**src/rtl/cla_multiword_sequencer_pkg.sv**
```systemverilog
// Shared constants, state encoding and limb helper for the multi-word CLA sequencer.
// Optional subtraction is built only with CLA_SEQ_SUB_EN defined.
package cla_seq_pkg;

   localparam int LIMB_W    = 16;
   localparam int MAX_WORDS = 8;
   localparam int MAX_W     = LIMB_W * MAX_WORDS;

   typedef logic [LIMB_W-1:0] limb_t;

   localparam logic [1:0] ST_IDLE = 2'd0;
   localparam logic [1:0] ST_RUN  = 2'd1;
   localparam logic [1:0] ST_DONE = 2'd2;

   // Operands are zero-extended to MAX_W so one helper serves every WORDS setting.
   function automatic limb_t limb_sel(input logic [MAX_W-1:0] v, input logic [2:0] idx);
      return v[idx*LIMB_W +: LIMB_W];
   endfunction

endpackage

```
**src/rtl/cla_multiword_sequencer_if.sv**
```systemverilog
// Operand/result handshake bundle between a requester and the multi-word CLA sequencer.
// The sub control exists only with CLA_SEQ_SUB_EN defined.
interface cla_multiword_sequencer_if #(
   parameter int WORDS = 4
);
   localparam int N = 16 * WORDS;

   logic         start_valid;
   logic         start_ready;
   logic [N-1:0] a;
   logic [N-1:0] b;
   logic         cin;
`ifdef CLA_SEQ_SUB_EN
   logic         sub;
`endif
   logic         result_valid;
   logic         result_ready;
   logic [N-1:0] sum;
   logic         cout;
   logic         overflow;

   modport master (
      output start_valid, a, b, cin,
`ifdef CLA_SEQ_SUB_EN
      output sub,
`endif
      output result_ready,
      input  start_ready, result_valid, sum, cout, overflow
   );

   modport slave (
      input  start_valid, a, b, cin,
`ifdef CLA_SEQ_SUB_EN
      input  sub,
`endif
      input  result_ready,
      output start_ready, result_valid, sum, cout, overflow
   );

endinterface

```
**src/rtl/cla_multiword_sequencer_cla16.sv**
```systemverilog
// 16-bit carry-lookahead adder: four 4-bit groups with group generate/propagate
// feeding a second-level carry network.
module carry_lookahead_16bit (
   input  logic [15:0] a_i,
   input  logic [15:0] b_i,
   input  logic        cin_i,
   output logic [15:0] s_o,
   output logic        cout_o
);

   logic [15:0] g;
   logic [15:0] p;
   logic [15:0] c;
   logic [3:0]  gg;
   logic [3:0]  pg;
   logic [4:0]  cg;

   assign g = a_i & b_i;
   assign p = a_i ^ b_i;

   always_comb begin
      gg = '0;
      pg = '0;
      cg = '0;
      c  = '0;
      for (int k = 0; k < 4; k++) begin
         gg[k] = 1'b0;
         pg[k] = 1'b1;
         for (int i = 0; i < 4; i++) begin
            gg[k] = g[4*k+i] | (p[4*k+i] & gg[k]);
            pg[k] = pg[k] & p[4*k+i];
         end
      end
      cg[0] = cin_i;
      for (int k = 0; k < 4; k++) begin
         cg[k+1] = gg[k] | (pg[k] & cg[k]);
      end
      // Bit carries inside each group start from the lookahead group carry.
      for (int k = 0; k < 4; k++) begin
         c[4*k] = cg[k];
         for (int i = 0; i < 3; i++) begin
            c[4*k+i+1] = g[4*k+i] | (p[4*k+i] & c[4*k+i]);
         end
      end
   end

   assign s_o    = p ^ c;
   assign cout_o = cg[4];

endmodule

```
**src/rtl/cla_multiword_sequencer.sv**
```systemverilog
// Sequences a WORDS x 16-bit add (or subtract with CLA_SEQ_SUB_EN) through one shared
// 16-bit CLA, LSB limb first, with the inter-limb carry held in a register.
//
// state   | meaning
// IDLE    | waiting for operands, start_ready high
// RUN     | one limb per cycle through the adder, carry chained in c_q
// DONE    | result held, waiting for result_ready
module cla_multiword_sequencer
   import cla_seq_pkg::*;
#(
   parameter int WORDS = 4
) (
   input  logic                     clk,
   input  logic                     rst,
   cla_multiword_sequencer_if.slave bus
);

   localparam int N     = LIMB_W * WORDS;
   localparam int IDX_W = (WORDS > 1) ? $clog2(WORDS) : 1;

   logic [1:0]       state_q, state_d;
   logic [IDX_W-1:0] idx_q, idx_d;
   logic             c_q, c_d;
   logic [N-1:0]     a_q, a_d;
   logic [N-1:0]     b_q, b_d;
   logic [N-1:0]     sum_q, sum_d;
   logic             cout_q, cout_d;
   logic             ovf_q, ovf_d;

   limb_t add_a;
   limb_t add_b;
   limb_t add_s;
   logic  add_co;
   logic  accept;
   logic  last_limb;

   assign add_a = limb_sel(MAX_W'(a_q), 3'(idx_q));
   assign add_b = limb_sel(MAX_W'(b_q), 3'(idx_q));

   carry_lookahead_16bit u_cla (
      .a_i    (add_a),
      .b_i    (add_b),
      .cin_i  (c_q),
      .s_o    (add_s),
      .cout_o (add_co)
   );

   assign accept    = bus.start_valid && (state_q == ST_IDLE);
   assign last_limb = (idx_q == IDX_W'(WORDS - 1));

   always_comb begin
      state_d = state_q;
      idx_d   = idx_q;
      c_d     = c_q;
      a_d     = a_q;
      b_d     = b_q;
      sum_d   = sum_q;
      cout_d  = cout_q;
      ovf_d   = ovf_q;
      case (state_q)
         ST_IDLE: begin
            if (accept) begin
               a_d   = bus.a;
`ifdef CLA_SEQ_SUB_EN
               b_d   = bus.sub ? ~bus.b : bus.b;
               c_d   = bus.sub ? 1'b1 : bus.cin;
`else
               b_d   = bus.b;
               c_d   = bus.cin;
`endif
               idx_d   = '0;
               state_d = ST_RUN;
            end
         end
         ST_RUN: begin
            for (int i = 0; i < WORDS; i++) begin
               if (idx_q == IDX_W'(i)) begin
                  sum_d[i*LIMB_W +: LIMB_W] = add_s;
               end
            end
            c_d   = add_co;
            idx_d = idx_q + 1'b1;
            if (last_limb) begin
               cout_d  = add_co;
               // Signed overflow from operand signs and the fresh MSB limb result.
               ovf_d   = (a_q[N-1] == b_q[N-1]) && (add_s[LIMB_W-1] != a_q[N-1]);
               idx_d   = '0;
               state_d = ST_DONE;
            end
         end
         ST_DONE: begin
            if (bus.result_ready) begin
               state_d = ST_IDLE;
            end
         end
         default: begin
            state_d = ST_IDLE;
         end
      endcase
   end

   always_ff @(posedge clk or posedge rst) begin
      if (rst) begin
         state_q <= ST_IDLE;
         idx_q   <= '0;
         c_q     <= 1'b0;
         a_q     <= '0;
         b_q     <= '0;
         sum_q   <= '0;
         cout_q  <= 1'b0;
         ovf_q   <= 1'b0;
      end else begin
         state_q <= state_d;
         idx_q   <= idx_d;
         c_q     <= c_d;
         a_q     <= a_d;
         b_q     <= b_d;
         sum_q   <= sum_d;
         cout_q  <= cout_d;
         ovf_q   <= ovf_d;
      end
   end

   assign bus.start_ready  = (state_q == ST_IDLE) && !rst;
   assign bus.result_valid = (state_q == ST_DONE);
   assign bus.sum          = sum_q;
   assign bus.cout         = cout_q;
   assign bus.overflow     = ovf_q;

endmodule
```
**src/flat_wrapper.sv**
```systemverilog
// flat-port wrapper written by rule: the top's interface ports become plain ports
module cla_multiword_sequencer_flat import cla_seq_pkg::*;
#(
   parameter int WORDS = 4
)
  (clk, rst, bus_start_valid, bus_a, bus_b, bus_cin, bus_result_ready, bus_start_ready, bus_result_valid, bus_sum, bus_cout, bus_overflow);
  cla_multiword_sequencer_if #(.WORDS(WORDS)) bus_i ();
  input  logic clk;
  input  logic rst;
  input wire logic [$bits(bus_i.start_valid)-1:0] bus_start_valid;
  input wire logic [$bits(bus_i.a)-1:0] bus_a;
  input wire logic [$bits(bus_i.b)-1:0] bus_b;
  input wire logic [$bits(bus_i.cin)-1:0] bus_cin;
  input wire logic [$bits(bus_i.result_ready)-1:0] bus_result_ready;
  output wire logic [$bits(bus_i.start_ready)-1:0] bus_start_ready;
  output wire logic [$bits(bus_i.result_valid)-1:0] bus_result_valid;
  output wire logic [$bits(bus_i.sum)-1:0] bus_sum;
  output wire logic [$bits(bus_i.cout)-1:0] bus_cout;
  output wire logic [$bits(bus_i.overflow)-1:0] bus_overflow;
  assign bus_i.start_valid = bus_start_valid;
  assign bus_i.a = bus_a;
  assign bus_i.b = bus_b;
  assign bus_i.cin = bus_cin;
  assign bus_i.result_ready = bus_result_ready;
  assign bus_start_ready = bus_i.start_ready;
  assign bus_result_valid = bus_i.result_valid;
  assign bus_sum = bus_i.sum;
  assign bus_cout = bus_i.cout;
  assign bus_overflow = bus_i.overflow;
  cla_multiword_sequencer #(.WORDS(WORDS)) u_core (.clk(clk), .rst(rst), .bus(bus_i));
endmodule
```
**config.mk**
```make
export PLATFORM = sky130hd
export DESIGN_NAME = cla_multiword_sequencer_flat
export DESIGN_NICKNAME = d
export VERILOG_FILES = /design/src/rtl/cla_multiword_sequencer_pkg.sv /design/src/rtl/cla_multiword_sequencer_if.sv /design/src/rtl/cla_multiword_sequencer_cla16.sv /design/src/rtl/cla_multiword_sequencer.sv /design/src/flat_wrapper.sv
export SDC_FILE = /design/constraint.sdc
export NUM_CORES = 1
export LEC_CHECK = 0
export CAP_MARGIN = 20
export CORE_ASPECT_RATIO = 2
export CORE_MARGIN = 2
export CORE_UTILIZATION = 40
export CTS_BUF_LIST = sky130_fd_sc_hd__clkbuf_16
export DETAILED_ROUTE_END_ITERATION = 16
export DONT_BUFFER_PORTS = 1
export MAX_ROUTING_LAYER = met4
export PLACE_DENSITY = 0.56
export SETUP_SLACK_MARGIN = 0.05
export SLEW_MARGIN = 20
export SYNTH_ARGS = -nofsm -noshare
export SYNTH_HDL_FRONTEND = slang
export SYNTH_HIERARCHICAL = 1
export SYNTH_SLANG_ARGS = --single-unit
```
**constraint.sdc**
```tcl
create_clock -name clk -period 14.4 [get_ports clk]
set_clock_uncertainty 0.2 [all_clocks]
set_input_delay 3.6 -clock clk [delete_from_list [all_inputs] [get_ports clk]]
set_output_delay 3.6 -clock clk [all_outputs]
set_load 0.005 [all_outputs]
```
Word level (Yosys, flattened, before mapping) --
Index checks and enable logic that the tools add are counted.
Storage, ports and cells: register bits after elaboration 199, input port bits 133, output and inout port bits 68, word-level logic and storage cells 118
Operators by class: add/sub/neg operators 1, equal/unequal tests 10, shift-type cells 2, mux-type cells 9, bitwise logic cells 71, reductions and logical operators 14
Operator list (number):
- $shiftx 128x7->16 | 2
- $and 1x1->1 | 40
- $xor 16x16->16 | 2
- $or 1x1->1 | 28
- $and 16x16->16 | 1
- $reduce_and 2->1 | 6
- $mux 2 | 5
- $eq 2x2->1 const B | 3
- $pmux 2 s3 | 1
- $eq 2x1->1 const B | 2
- $logic_not 2->1 | 2
- $ne 2x1->1 const B | 2
- $pmux 2 s2 | 1
- $logic_and 1x1->1 | 3
- $reduce_and 3->1 | 1
- $add 2x1->2 const B | 1
- $ne 2x2->1 const B | 1
- $pmux 1 s2 | 1
- $reduce_bool 2->1 | 1
- $eq 1x1->1 | 1
- $logic_not 1->1 | 1
- $mux 1 | 1
- $ne 1x1->1 | 1

Logic depth before layout (Yosys ltp) --
depth after elaboration 22, depth in mapped cells 15, gate-level depth less buffers 13

Cells and area by module --
Netlist, hierarchy kept.
By module, submodules not included:
- cla_multiword_sequencer | instances 1, cells each 485, area an instance 8572.0 µm², seq. area each 4979.8 µm²
- carry_lookahead_16bit | instances 1, cells each 65, area an instance 673.1 µm², seq. area each 0.0 µm²

Worst setup path before layout --
No wires, ideal clock.
kind input -> output, start point input rst, end point output bus_start_ready, arrival time 3.760 ns, required time 10.600 ns, slack 6.840 ns, cell stages on the path 1, buffers on the path 0, path through nor3_1
Between the ends: longest elaborated chain between the ends 2
RTL lines:
- start, declared | RTL line flat_wrapper.sv:9 | input logic rst;
- $logic_not 1->1 (no line)
- $logic_and 1x1->1 | RTL line cla_multiword_sequencer.sv:124 | assign bus.start_ready = (state_q == ST_IDLE) && !rst;
- end, declared | RTL line flat_wrapper.sv:15 | output wire logic [$bits(bus_i.start_ready)-1:0] bus_start_ready;
Every way passes these cells.

Worst setup path in the final report --
Same ends and word-level chain as after synthesis.

==> results.md <==
- The flow ran to the end, and the final reports show no timing, DRC or antenna violations.
- Of all nets on the critical path, the largest fanout is 2.
- The count of cell types in the netlist is 41.
- Timing would allow up to about 130 MHz.
- For this run, the detailed router's first-pass iteration total came to 4.
- The wire length per cell is between 20 and 25 um.
- The area of the mapped netlist is 9250 um^2.
- The launching element type of the critical path is an input port.
- The smallest clock period supported by the final layout is computed as 7.58 ns.
- After synthesis the netlist holds a flip-flop and latch count of 199.
- The insertion delay to the later sink of the worst-skew pair is 0.45 ns.
- Entering global routing, the biggest net connects 126 pins.
- After detailed routing, the number of vias per cell comes to 5.48.
- The number of warnings printed during yosys synthesis is 6.
- The count of endpoints failing hold in the final timing report is 0.
- Setup repair after global routing left no endpoint under its margin.
- The clock net sink count is 199.
- During I/O placement, the number of pins put on the boundary was roughly 200.
- The buffer levels on the longest clock path is 2.
- Summed over all layers, the global routing overflow is 0.
- The number of nets produced by synthesis is 715.
- The category of the critical setup timing path is in2out.
- The count of max-cap constraint violations is 0.
- From bottom edge to top edge, the die measures 219 um.
- The count of standard-cell rows is 78.
- The detailed router finished its first iteration with 148 violations.
- In this run, synthesis inferred 0 flip-flops with an integrated enable.
- The number of cells on the critical path is 1.
- Setup violations remaining at the end of the flow were counted as 0.
- The die covers between 20000 and 25000 um^2.
- Across the VDD grid, the largest voltage drop is around 0.00013 V.
- The maximum level of the CTS H-tree is 4.
- In this run the post-CTS setup repair buffer count came out at 0.
- The first global-routing pass estimated 31700 um of wire.
- STA classifies the critical path endpoint as an output pin.
- The count of cells along the worst register-to-register path is 14.
- The post-cts resize count is 0.
- The timing startpoint of the critical path is rst.
- CTS placed an instance of clkbuf_16 at the clock tree root.
- The detailed router placed 4604 vias in this run.
- The number of instances in the synthesized netlist is 550.
- For this run, the total global-route usage over all layers was measured as 0.181.
- The initial core utilization is 0.407.
- Once placement completed, the tool counted placed cells totaling 806.
- The floorplan step set the die width to 112 um.
- In the synthesized netlist the dominant register cell turns out to be dfrtp_1.
- In this run, CTS created clock tree buffers numbering 17.
- The worst register-to-register path ends at u_core/bus.overflow$_DFFE_PP0P_.
- The layout has 2046 filler cells.
- The synthesized area divided by synthesized cell count is 16.8 um^2.
- The relative max-transition margin is 0.295.
- Summing internal, switching and leakage power gives 3.10 mW.
- The share of the Yosys chip area taken by registers is 0.539.
- The kind of cell with the highest combined delay along the critical path is simple AND/OR/NAND/NOR gates.
- The share of the core filled with cells is 0.433.
- Summed over all cells, the static leakage comes to between 4 and 5 nW.
- Together, buffers and inverters on the worst path number 0.
- The post-layout instance count excluding filler cells is between 800 and 900.
- The count of buffers from port buffering is 0.
- The post-CTS clock slew at the launch and capture registers of the worst setup and hold paths is 0.07 ns.
- The synthesis-to-finish area growth is 6.60%.
- The class of the worst hold path is reg2reg.
- In this run the power density over the cells is 315 nW/um^2.
- The hold path startpoint is u_core/b_q[43]$_DFFE_PP0P_.
- The share of flip-flops with an asynchronous set or reset after synthesis is 1.00.
- The number of buffers inserted for hold repair after clock tree synthesis is 0.
- For this run, the post-layout net count is between 700 and 800.
- The signal on the critical path passes through nor3_1.
- The summed negative setup slack over all endpoints is 0 ns.
- The transition time of the tightest slew-check pin is 1.06 ns.
- Of the available clock period, the critical path in the final layout requires 0.527.
- The count of unresolved DRC violations after routing is 0.
- The via count of the first global-routing pass is 5293.
- The initial antenna violation count is 2.
- The worst reg-to-reg setup slack is ~9.0 ns.
- In the final layout, the share of cells above drive strength 1 is 0.487.
- STA puts the critical path data required time at about 11 ns.
- The launch instance of the worst register-to-register path is u_core/idx_q[0]$_DFFE_PP0P_.
- The slowest library cell on the worst path is nor3_1.
- The count of nets left with antenna violations once routing finished came out at 0.
- The critical path data arrival time is 3.78 ns.
- The weighted congestion at the end of routability-driven global placement is 0.740.
- TritonCTS built the clock tree.
- After detailed routing, the total wire length is 20400 um.
- After legalization and detailed placement, the total HPWL measured around 15000 um.
- In this design, the stage delay of the slowest critical-path cell is 0.18 ns.
- The final-report max-slew violation count is 0.
- The total area inside the core boundary comes to 22700 um^2.
- The worst setup path endpoint is bus_start_ready.
## cells by family after synthesis
family,share of synthesized area
adders and majority gates,0.0531
and+or+nand+nor,0.0227
muxes,0.325
xor gates and xnor gates,0.00379
buffers and inverters,0.0409
DFF,0.539
AOI/OAI and AO/OA,0.0157
## worst min path at each step
stage	depth (start not counted)	slack [ns]	end
floorplan	2	0.27	u_core/bus.overflow$_DFFE_PP0P_
global placement	1	0.28	u_core/a_q[36]$_DFFE_PP0P_
detailed placement	1	0.29	u_core/a_q[54]$_DFFE_PP0P_
CTS	1	0.31	u_core/b_q[43]$_DFFE_PP0P_
global route	1	0.32	u_core/a_q[1]$_DFFE_PP0P_
finish	1	0.30	u_core/b_q[43]$_DFFE_PP0P_
## cells in the mapped netlist (3+ instances only)
cell | number | area [um^2]
a21oi_1 | 5 | 25.0
buf_12 | 5 | 100
buf_2 | 5 | 25.0
buf_4 | 3 | 22.5
buf_6 | 3 | 33.8
clkbuf_8 | 11 | 151
dfrtp_1 | 199 | 4980
fa_1 | 12 | 240
ha_1 | 20 | 250
inv_1 | 10 | 37.5
mux2_2 | 163 | 1840
mux2_4 | 30 | 450
mux4_2 | 32 | 721
nand2_1 | 4 | 15.0
nand2_4 | 3 | 33.8
nor2_1 | 6 | 22.5
nor2b_1 | 3 | 18.8
o21ai_0 | 4 | 20.0
xor2_1 | 4 | 35.0
## layout make-up
cell class	instances	area [um^2]	share of cell area
Clock inverter	15	116	0.0118
Timing Repair Buffer	5	37.5	0.00381
Clock buffer	17	425	0.0432
Inverter	10	45.0	0.00457
Tap cell	280	350	0.0355
Sequential cell	199	4980	0.506
Multi-Input combinational cell	312	3890	0.395
Antenna cell	2	5.00	0.000508
## layer usage
layer / wire [um] / part of all wire / track usage / vias up
li1: - / - / - / 1993
met1: 7480 / 0.37 / 0.190 / 2462
met2: 11700 / 0.57 / 0.322 / 131
met3: 953 / 0.047 / 0.0536 / 18
met4: 327 / 0.016 / 0.0683 / 0
met5: 0 / 0 / - / -
## power breakdown
group          switching (mW)  internal, mW  total, mW
sequential              0.180         0.860       1.04
combinational           0.789         0.830       1.62
clock                   0.210         0.235      0.445
total                    1.18          1.93       3.10
## cells in the final DEF (no fill, tap or decap), drive strengths merged, types with 2 or more instances in the layout
master      n
a21o        2
a21oi       6
a22o        2
and4        2
buf         5
clkbuf     17
clkinv      7
clkinvlp    5
dfrtp     199
diode       2
fa         12
ha         20
inv        12
mux2      193
mux4       32
nand2       7
nand3       2
nor2        6
nor2b       5
nor3        2
o21ai       5
xor2        4
## registers in the layout (all words and copies together) (netlist names)
signal,count
u_core/a_q,64
u_core/b_q,64
u_core/bus.cout,1
u_core/bus.overflow,1
u_core/bus.sum,64
u_core/c_q,1
u_core/idx_q,2
u_core/state_q,2
## metrics by stage
| stage | setup slack (ns) | instance area, um^2 | hold WS [ns] |
|---|---|---|---|
| floorplan | 5.17 | 9250 | 0.273 |
| global placement | 6.80 | 9310 | 0.284 |
| detailed placement | 6.81 | 9310 | 0.291 |
| CTS | 6.81 | 9850 | 0.308 |
| global route | 6.79 | 9860 | 0.319 |
| finish | 6.82 | 9860 | 0.303 |
Power figures use the tool's default switching activity.
